`src/rtl/sine_dds_pkg.sv`:
```
// sine_dds_pkg
// Shared types and sizing for the multi-channel sine DDS scheduler.
//   NUM_CH   : default channel count; the tag channel field is sized from it
//   CH_W     : channel index width, never below 1
//   state_t  : scheduler state (IDLE / RUN / DRAIN)
//   tag_t    : lookup tag travelling beside the sine lookup pipeline
package sine_dds_pkg;

  localparam int NUM_CH     = 4;
  localparam int ACC_W      = 24;
  localparam int PHASE_W    = 10;
  localparam int AMP_W      = 8;
  localparam int ROM_LAT    = 1;
  localparam int FIFO_DEPTH = 4;

  localparam int CH_W = (NUM_CH > 2) ? $clog2(NUM_CH) : 1;

  typedef enum logic [1:0] {
    IDLE  = 2'd0,
    RUN   = 2'd1,
    DRAIN = 2'd2
  } state_t;

  typedef struct packed {
    logic            valid;
    logic [CH_W-1:0] ch;
  } tag_t;

endpackage

```
`src/rtl/sine_dds_fifo.sv`:
```
// sine_dds_fifo
// Small synchronous FIFO holding tagged samples until the consumer takes them.
//   clk, reset_n : clock, synchronous active-low reset (clears storage too)
//   push, din    : write one entry
//   pop          : remove the head (ignored when empty)
//   dout         : current head entry
//   count, empty : occupancy
module sine_dds_fifo #(
  parameter int DEPTH = 4,
  parameter int WIDTH = 8
) (
  input  logic                     clk,
  input  logic                     reset_n,
  input  logic                     push,
  input  logic [WIDTH-1:0]         din,
  input  logic                     pop,
  output logic [WIDTH-1:0]         dout,
  output logic [$clog2(DEPTH):0]   count,
  output logic                     empty
);

  localparam int AW = $clog2(DEPTH);

  logic [WIDTH-1:0] mem_reg [DEPTH];
  logic [AW-1:0]    wr_ptr_reg;
  logic [AW-1:0]    rd_ptr_reg;
  logic [AW:0]      count_reg;
  logic             pop_ok;

  assign pop_ok = pop && (count_reg != '0);

  always_ff @(posedge clk) begin
    if (!reset_n) begin
      wr_ptr_reg <= '0;
      rd_ptr_reg <= '0;
      count_reg  <= '0;
      for (int i = 0; i < DEPTH; i++) begin
        mem_reg[i] <= '0;
      end
    end else begin
      if (push) begin
        mem_reg[wr_ptr_reg] <= din;
        wr_ptr_reg          <= wr_ptr_reg + 1'b1;
      end
      if (pop_ok) begin
        rd_ptr_reg <= rd_ptr_reg + 1'b1;
      end
      // push and pop together leave the occupancy unchanged
      case ({push, pop_ok})
        2'b10:   count_reg <= count_reg + 1'b1;
        2'b01:   count_reg <= count_reg - 1'b1;
        default: count_reg <= count_reg;
      endcase
    end
  end

  assign dout  = mem_reg[rd_ptr_reg];
  assign count = count_reg;
  assign empty = (count_reg == '0);

endmodule

```
`src/rtl/sine_dds_sequencer.sv`:
```
// sine_dds_sequencer
// Time-shares one pipelined sine lookup among NUM_CH tone channels. Each
// channel owns a phase accumulator and a frequency control word; lookups are
// issued round-robin, tagged through the lookup latency, and the returned
// samples are queued in an output FIFO with valid/ready handshake.
//   clk, reset_n        : clock, synchronous active-low reset
//   enable              : permit new lookups
//   cfg_we/ch/fcw/clr   : per-channel FCW write, optional accumulator clear
//   rom_phase / rom_y   : registered phase to the lookup / sample back
//   smp_valid/ready/ch/data : tagged sample stream
//   busy                : scheduler not idle
module sine_dds_sequencer
  import sine_dds_pkg::*;
#(
  parameter int NUM_CH     = sine_dds_pkg::NUM_CH,
  parameter int ACC_W      = sine_dds_pkg::ACC_W,
  parameter int PHASE_W    = sine_dds_pkg::PHASE_W,
  parameter int AMP_W      = sine_dds_pkg::AMP_W,
  parameter int ROM_LAT    = sine_dds_pkg::ROM_LAT,
  parameter int FIFO_DEPTH = sine_dds_pkg::FIFO_DEPTH
) (
  input  logic               clk,
  input  logic               reset_n,
  input  logic               enable,
  input  logic               cfg_we,
  input  logic [CH_W-1:0]    cfg_ch,
  input  logic [ACC_W-1:0]   cfg_fcw,
  input  logic               cfg_clr,
  output logic [PHASE_W-1:0] rom_phase,
  input  logic [AMP_W-1:0]   rom_y,
  output logic               smp_valid,
  input  logic               smp_ready,
  output logic [CH_W-1:0]    smp_ch,
  output logic [AMP_W-1:0]   smp_data,
  output logic               busy
);

  localparam int CNT_W = $clog2(FIFO_DEPTH) + 1;
  localparam logic [CNT_W:0] DEPTH_L = (CNT_W + 1)'(FIFO_DEPTH);

  logic [ACC_W-1:0]      acc_reg [NUM_CH];
  logic [ACC_W-1:0]      fcw_reg [NUM_CH];
  logic [CH_W-1:0]       ptr_reg;
  tag_t                  tag_reg [ROM_LAT+1];
  tag_t                  tag_out;
  logic [CNT_W-1:0]      in_flight_reg;
  logic [CNT_W-1:0]      fifo_count;
  logic                  fifo_empty;
  logic                  issue;
  logic                  capture;
  logic [NUM_CH-1:0]     cfg_hit;
  logic [NUM_CH-1:0]     issue_hit;
  logic [CH_W+AMP_W-1:0] fifo_dout;
  state_t                state_reg;

  // Credit: every issued lookup already owns a FIFO slot, so the FIFO can
  // never overflow no matter how long the consumer stalls.
  assign issue   = enable && (({1'b0, fifo_count} + {1'b0, in_flight_reg}) < DEPTH_L);
  assign tag_out = tag_reg[ROM_LAT];
  assign capture = tag_out.valid;

  // Per-channel decode; out-of-range cfg_ch values match no channel.
  genvar gi;
  generate
    for (gi = 0; gi < NUM_CH; gi++) begin : g_ch
      assign cfg_hit[gi]   = cfg_we && (cfg_ch == CH_W'(gi));
      assign issue_hit[gi] = issue && (ptr_reg == CH_W'(gi));
    end
  endgenerate

  // Accumulators and FCWs. A same-edge issue adds the old FCW; a clear wins
  // over that edge's accumulate.
  always_ff @(posedge clk) begin
    if (!reset_n) begin
      for (int c = 0; c < NUM_CH; c++) begin
        acc_reg[c] <= '0;
        fcw_reg[c] <= '0;
      end
    end else begin
      for (int c = 0; c < NUM_CH; c++) begin
        if (cfg_hit[c]) begin
          fcw_reg[c] <= cfg_fcw;
        end
        if (cfg_hit[c] && cfg_clr) begin
          acc_reg[c] <= '0;
        end else if (issue_hit[c]) begin
          acc_reg[c] <= acc_reg[c] + fcw_reg[c];
        end
      end
    end
  end

  // Issue side: phase register, round-robin pointer, tag pipeline and the
  // count of lookups not yet landed in the FIFO.
  always_ff @(posedge clk) begin
    if (!reset_n) begin
      ptr_reg       <= '0;
      rom_phase     <= '0;
      in_flight_reg <= '0;
      for (int i = 0; i <= ROM_LAT; i++) begin
        tag_reg[i] <= '0;
      end
    end else begin
      if (issue) begin
        rom_phase <= acc_reg[ptr_reg][ACC_W-1 -: PHASE_W];
        ptr_reg   <= (ptr_reg == CH_W'(NUM_CH - 1)) ? '0 : ptr_reg + 1'b1;
      end
      // tags ride one stage longer than the lookup because rom_phase itself
      // is a register in front of it
      tag_reg[0] <= '{valid: issue, ch: ptr_reg};
      for (int i = 1; i <= ROM_LAT; i++) begin
        tag_reg[i] <= tag_reg[i-1];
      end
      case ({issue, capture})
        2'b10:   in_flight_reg <= in_flight_reg + 1'b1;
        2'b01:   in_flight_reg <= in_flight_reg - 1'b1;
        default: in_flight_reg <= in_flight_reg;
      endcase
    end
  end

  sine_dds_fifo #(
    .DEPTH (FIFO_DEPTH),
    .WIDTH (CH_W + AMP_W)
  ) u_fifo (
    .clk     (clk),
    .reset_n (reset_n),
    .push    (capture),
    .din     ({tag_out.ch, rom_y}),
    .pop     (smp_valid && smp_ready),
    .dout    (fifo_dout),
    .count   (fifo_count),
    .empty   (fifo_empty)
  );

  assign smp_valid = !fifo_empty;
  assign smp_ch    = fifo_dout[CH_W+AMP_W-1:AMP_W];
  assign smp_data  = fifo_dout[AMP_W-1:0];

  // DRAIN only tracks outstanding work after enable falls; issue itself is
  // governed by enable and credit alone.
  always_ff @(posedge clk) begin
    if (!reset_n) begin
      state_reg <= IDLE;
    end else begin
      case (state_reg)
        IDLE: begin
          if (enable) state_reg <= RUN;
        end
        RUN: begin
          if (!enable) begin
            state_reg <= ((in_flight_reg != '0) || !fifo_empty) ? DRAIN : IDLE;
          end
        end
        DRAIN: begin
          if (enable) begin
            state_reg <= RUN;
          end else if ((in_flight_reg == '0) && fifo_empty) begin
            state_reg <= IDLE;
          end
        end
        default: state_reg <= IDLE;
      endcase
    end
  end

  assign busy = (state_reg != IDLE);

endmodule

```
`config.mk`:
```
export PLATFORM = sky130hd
export DESIGN_NAME = sine_dds_sequencer
export DESIGN_NICKNAME = d
export VERILOG_FILES = /design/src/rtl/sine_dds_pkg.sv /design/src/rtl/sine_dds_fifo.sv /design/src/rtl/sine_dds_sequencer.sv
export SDC_FILE = /design/constraint.sdc
export NUM_CORES = 1
export LEC_CHECK = 0
export CAP_MARGIN = 10
export CORE_MARGIN = 5
export CORE_UTILIZATION = 40
export DETAILED_ROUTE_END_ITERATION = 7
export PLACE_DENSITY_LB_ADDON = 0.08
export SLEW_MARGIN = 40
export SYNTH_ARGS = -nofsm -noshare
export SYNTH_HDL_FRONTEND = slang
export SYNTH_SLANG_ARGS = --single-unit
```
`constraint.sdc`:
```
create_clock -name clk -period 4.2 [get_ports clk]
set_clock_uncertainty 0.1 [all_clocks]
set_input_delay 1.05 -clock clk [delete_from_list [all_inputs] [get_ports clk]]
set_output_delay 1.05 -clock clk [all_outputs]
set_load 0.01 [all_outputs]
```
==> out/results.ini, run 1 <==
[layout]
drive_gt1_frac=0.0882
nNetsFinal=1573
syn2layout_area_growth_pct=14.8
nFillCells=3529
final_cells=1963
fin_area_um2=17400

[detailed_routing]
routed_wl_um=40200
firstDrtPassIters=5
first_iter_violations=750
drc_errors=0
detail_route.wl_per_cell_um=20.5
vias_per_cell=5.46
num_vias=10700
ant_nets=0

[critical_path]
path_max_fanout=10
required_ns=3.05
worstSetupStartpointType=flop
arrival_ns=2.46
r2r_end=acc_reg[0][16]
r2r_slack_ns=1.35
crit_chain=mux4_2, clkdlybuf4s50_1
critPathSlowestCell=dfxtp_1
reg2reg_from=fcw_reg[0][0]
critPathKind=flop to output pin
critPathMaxStageDelay_ns=0.77
ff2ff_path_depth=9
crit_family=flip-flops
critPathBufInv=1
cp-end-kind=output pin

[cts]
root_buffer=clkbuf_16
clockBufferDepth=3
clock_latency_ns=0.57
cts.sinks=264
post_cts_buffers=0
cts_inserted_buffers=31
ctsResizeCount=0
cts_tree=done
hold_buffers=0
clk_pin_slew_ns=0.06
h-tree-depth=1

[yosys]
synthMuxAreaShare=0.0354
synth_xor_area_frac=0.0467
synth.top_cell.area_share=0.459
synthAdderAreaFrac=0.0903
syn_area_um2=15200
synth_seq_cells=264
synth_enable_flop_cells=232
synth_top_family_by_area=simple AND/OR/NAND/NOR gates
synth_compound_area_frac=0.131
synthSimpleGateAreaFrac=0.168
syn_inst=1362
synth_cell_types=76
yosysTopAreaCell=edfxtp_1
synth_warnings=0
synth-main-ff-cell=edfxtp_1
async_reset_ff_frac=0
syn_nets=1508
synthTopCellsByArea=edfxtp_1 (46%), ha_1 (8.2%), dfxtp_1 (4.2%)
ys_seq_area_frac=0.501
syn_avg_cell_area_um2=11.2

[timing]
fin_crit_ns=3.61
fmax_mhz=277
finalSetupTns_ns=0
drv_slew=0
hold_ws_ns=0.330
setup_violations=0
max_slew_margin=0.534
worstMarginPinSlew_ns=0.698
final-hold-violation-count=0
rsz0062_at_grt=false
finalCritPeriodShare=0.860

[die]
die_w_um=205
start_util=0.404
ios=62
dieArea_um2=42000
die_height_um=205
num_rows=71
core_um2=37600

[run_status]
status=completed

[power_and_ir_drop]
powerDensity_nw_per_um2=481
p_int_mw=5.81
power_frac_seq=0.405
p_sw_mw=2.58
power_leakage_nw=7.00
power_frac_clock=0.330
combPwrFrac=0.266
swShare=0.307
peakVddDrop_mv=0.277

[place]
io_buffers=61
dp_cells=1905
gp_congestion=0.884
dpl.hpwl_um=28800
place_area_um2=16400

[worst_hold_path]
min_to=tag_reg[0][3]
min_from=tag_reg[0][0]
hold_class=flop to flop
worstHoldPathCells=1

[global_route]
grt_pass1_wl_um=62300
grt_pass1_vias=10500
grt_max_degree=46
grt_antenna_before_repair=9
grt_usage=0.191
grt_overflow=0

[run]
max_cap_viol_count=0

worst register-to-register path, delay by kind of cell (launching register included):
| kind | cells | cell delay (ns) |
|---|---|---|
| DFF | 1 | 0.37 |
| adders and majority gates | 2 | 0.64 |
| xor gates and xnor gates | 1 | 0.19 |
| and+or+nand+nor | 2 | 0.24 |
| AOI/OAI and AO/OA | 4 | 1.07 |
power by group through the flow:
stage	Sequential, mW	Clock (mW)	Combinational (mW)
2_1_floorplan	3.34	0	1.65
3_3_place_gp	3.45	0	2.22
3_5_place_dp	3.45	0	2.22
4_1_cts	3.40	2.83	2.24
5_1_grt	3.42	2.94	2.48
6_report	3.39	2.77	2.23
kinds of logic after synthesis:
group	after synthesis
adders and majority gates	106
DFF	264
muxes	28
AOI/OAI and AO/OA	301
xor gates and xnor gates	81
buffers and inverters	93
and+or+nand+nor	489
worst max-delay path by stage:
stage / start / endpoint / slack (ns) / cells after the start
2_1_floorplan: cfg_ch[0] / acc_reg[1][0] / 0.67 / 3
3_3_place_gp: enable / in_flight_reg[2] / 0.75 / 10
3_5_place_dp: enable / in_flight_reg[2] / 0.72 / 10
4_1_cts: flop / smp_data[7] / 0.49 / 2
5_1_grt: flop / smp_data[7] / 0.46 / 2
6_report: flop / smp_data[7] / 0.59 / 2
final cells by class:
cell class,instances,area [um2],share of cell area
well taps,511,639,0.0367
inverters,38,143,0.00818
flip-flops and latches,264,7610,0.436
multi-input cells,1005,7180,0.412
diodes,1,2.50,0.000144
repair buffers,87,801,0.0459
clock inverters,18,146,0.00840
clock buffers,39,921,0.0528
placed cells by master, fill, tap and decap left out, types with 16 or more instances in the layout:
master and count:
edfxtp_1 232, nor2_1 113, a21oi_1 104, ha_1 100
and2_1 97, nand2_1 86, and3_1 77, clkdlybuf4s50_1 60
a21o_1 42, xor2_1 41, xnor2_1 40, inv_1 37
o21ai_0 36, clkbuf_16 35, dfxtp_1 32, nand3_1 27
buf_4 26, mux4_2 20, nand4_1 18, nor3_1 16
a31oi_1 16
cell usage after synthesis (all sizes together), types with 19 or more instances:
cell	count
a21o	45
a21oi	109
a31oi	19
and2	98
and3	77
clkbuf	37
dfxtp	32
edfxtp	232
ha	100
inv	37
mux4	20
nand2	87
nand3	27
nor2	113
o21ai	44
xnor2	40
xor2	41
layer usage:
layer | track usage | vias up | wire length (um)
met5 | 0 | - | 7
met4 | 0.0457 | 2 | 1040
met3 | 0.0234 | 53 | 1840
met2 | 0.302 | 234 | 18100
met1 | 0.283 | 5245 | 19200
li1 | - | 5193 | -
through the flow:
stage	util	setup WS (ns)	total power, mW
after floorplan	-	0.670	4.99
after global placement	0.436	0.754	5.66
after detailed placement	0.436	0.720	5.67
after CTS	0.464	0.492	8.47
after global routing	0.464	0.463	8.85
final	0.464	0.589	8.39
No activity file was read; power rests on OpenSTA's default activity.
==> inputs of run 2 (changes only) <==
Settings changed: CTS_BUF_LIST from default to sky130_fd_sc_hd__clkbuf_8 sky130_fd_sc_hd__clkbuf_16.
==> out/results.ini, run 2 (synthesized netlist as in run 1, its figures left out) <==
[run_status]
status=completed

[layout]
drive_gt1_frac=0.0882  ; unchanged
syn2layout_area_growth_pct=14.8  ; unchanged
fin_area_um2=17400  ; unchanged
nNetsFinal=1573  ; unchanged
layout_commonest_cell=edfxtp_1
layout_common_cells=edfxtp_1 (232), nor2_1 (113), a21oi_1 (104)
nFillCells=3529  ; unchanged

[die]
die_height_um=205  ; unchanged
dieArea_um2=42000  ; unchanged
core_um2=37600  ; unchanged
die_w_um=205  ; unchanged
start_util=0.404  ; unchanged
num_rows=71  ; unchanged
ios=62  ; unchanged

[critical_path]
crit_chain=mux4_2, clkdlybuf4s50_1
crit_family=flip-flops
cp-end-kind=output pin
path_max_fanout=10  ; unchanged
critPathSlowestCell=dfxtp_1
critPathMaxStageDelay_ns=0.77  ; about the same
arrival_ns=2.46  ; about the same
critPathBufInv=1  ; unchanged
worstSetupStartpointType=flop
required_ns=3.05  ; about the same
critPathKind=flop to output pin

[timing]
rsz0062_at_grt=false
setup_violations=0  ; unchanged
fin_crit_ns=3.61  ; -0.00000100 ns
drv_slew=0  ; unchanged
worstMarginPinSlew_ns=0.698  ; unchanged
fmax_mhz=277  ; unchanged
finalSetupTns_ns=0  ; unchanged
final-hold-violation-count=0  ; unchanged
max_slew_margin=0.534  ; unchanged
finalCritPeriodShare=0.860  ; about the same

[global_route]
grt_antenna_before_repair=9  ; unchanged
grt_pass1_vias=10500  ; unchanged
grt_max_degree=46  ; unchanged
grt_pass1_wl_um=62300  ; unchanged
grt_overflow=0  ; unchanged
grt_usage=0.191  ; unchanged

[run]
max_cap_viol_count=0  ; unchanged

[power_and_ir_drop]
power_leakage_nw=7.00  ; about the same
p_int_mw=5.81  ; about the same
peakVddDrop_mv=0.277  ; unchanged
combPwrFrac=0.266  ; about the same
swShare=0.307  ; about the same
power_frac_seq=0.405  ; about the same
powerDensity_nw_per_um2=481  ; about the same
p_sw_mw=2.57  ; about the same
power_frac_clock=0.330  ; about the same

[worst_hold_path]
hold_class=flop to flop

[place]
io_buffers=61  ; unchanged
dpl.hpwl_um=28800  ; unchanged
place_area_um2=16400  ; unchanged
gp_congestion=0.884  ; unchanged

[cts]
clk_pin_slew_ns=0.06  ; about the same
cts_tree=done
cts.sinks=264  ; unchanged
post_cts_buffers=0  ; unchanged
root_buffer=clkbuf_16
h-tree-depth=1  ; unchanged
cts_inserted_buffers=31  ; unchanged
ctsResizeCount=0  ; unchanged
hold_buffers=0  ; unchanged
clockBufferDepth=3  ; unchanged
clock_latency_ns=0.57  ; about the same

[detailed_routing]
ant_nets=0  ; unchanged
vias_per_cell=5.46  ; about the same
drc_errors=0  ; unchanged
detail_route.wl_per_cell_um=20.5  ; about the same
first_iter_violations=750  ; unchanged
routed_wl_um=40200  ; about the same
num_vias=10700  ; -0.047%
firstDrtPassIters=5  ; unchanged

[run 2: cell types whose count changed in the layout (fill, tap and decap cells not counted), sizes merged]
cell    delta
clkbuf     -1
inv        +1
[run 2: path summary, 6_finish.rpt]
check,from,endpoint,slack [ns],depth (start not counted)
setup / recovery,flop,smp_data[7],0.59,2
hold / removal,tag_reg[0][0],tag_reg[0][3],0.33,1
setup reg to reg,fcw_reg[0][0],acc_reg[0][16],1.35,9
hold reg to reg,tag_reg[0][0],tag_reg[0][3],0.33,1
[run 2: cell type report]
| class | instances | area [um2] | area share |
|---|---|---|---|
| inverters | 38 | 143 | 0.00818 |
| flip-flops and latches | 264 | 7610 | 0.436 |
| clock buffers | 38 | 917 | 0.0526 |
| well taps | 511 | 639 | 0.0367 |
| repair buffers | 87 | 801 | 0.0459 |
| diodes | 1 | 2.50 | 0.000144 |
| clock inverters | 19 | 150 | 0.00861 |
| multi-input cells | 1005 | 7180 | 0.412 |
[run 2: per-layer routing]
metal,global-route usage,vias up,share of wire
li1,-,5194,-
met4,0.0457,2,0.026
met5,0,-,0.00017
met2,0.302,233,0.45
met1,0.283,5240,0.48
met3,0.0234,53,0.046
[run 2: through the flow]
stage	utilization	power, mW	hold slack [ns]	setup WS, ns	cells
after floorplan	-	4.99	0.312	0.670	1362
after global placement	0.436	5.66	0.328	0.754	1905
after detailed placement	0.436	5.67	0.328	0.720	1905
after CTS	0.464	8.47	0.335	0.492	1962
after global routing	0.464	8.85	0.341	0.463	1962
final	0.464	8.38	0.330	0.589	1963
[run 2: worst reg2reg max path: stages (launching register included)]
cell      delay, ns
edfxtp_1       0.37
ha_1           0.23
fa_1           0.41
a21oi_1        0.26
o22ai_1        0.22
o211ai_1       0.26
nand2_1        0.18
a21boi_0       0.33
xor2_1         0.19
nor2_1         0.06
[run 2: power groups by stage]
stage                     logic, mW  registers, mW  clock network [mW]
after CTS                      2.24           3.40                2.83
after detailed placement       2.22           3.45                   0
after global routing           2.48           3.42                2.94
final                          2.23           3.39                2.76
after global placement         2.22           3.45                   0
after floorplan                1.65           3.34                   0
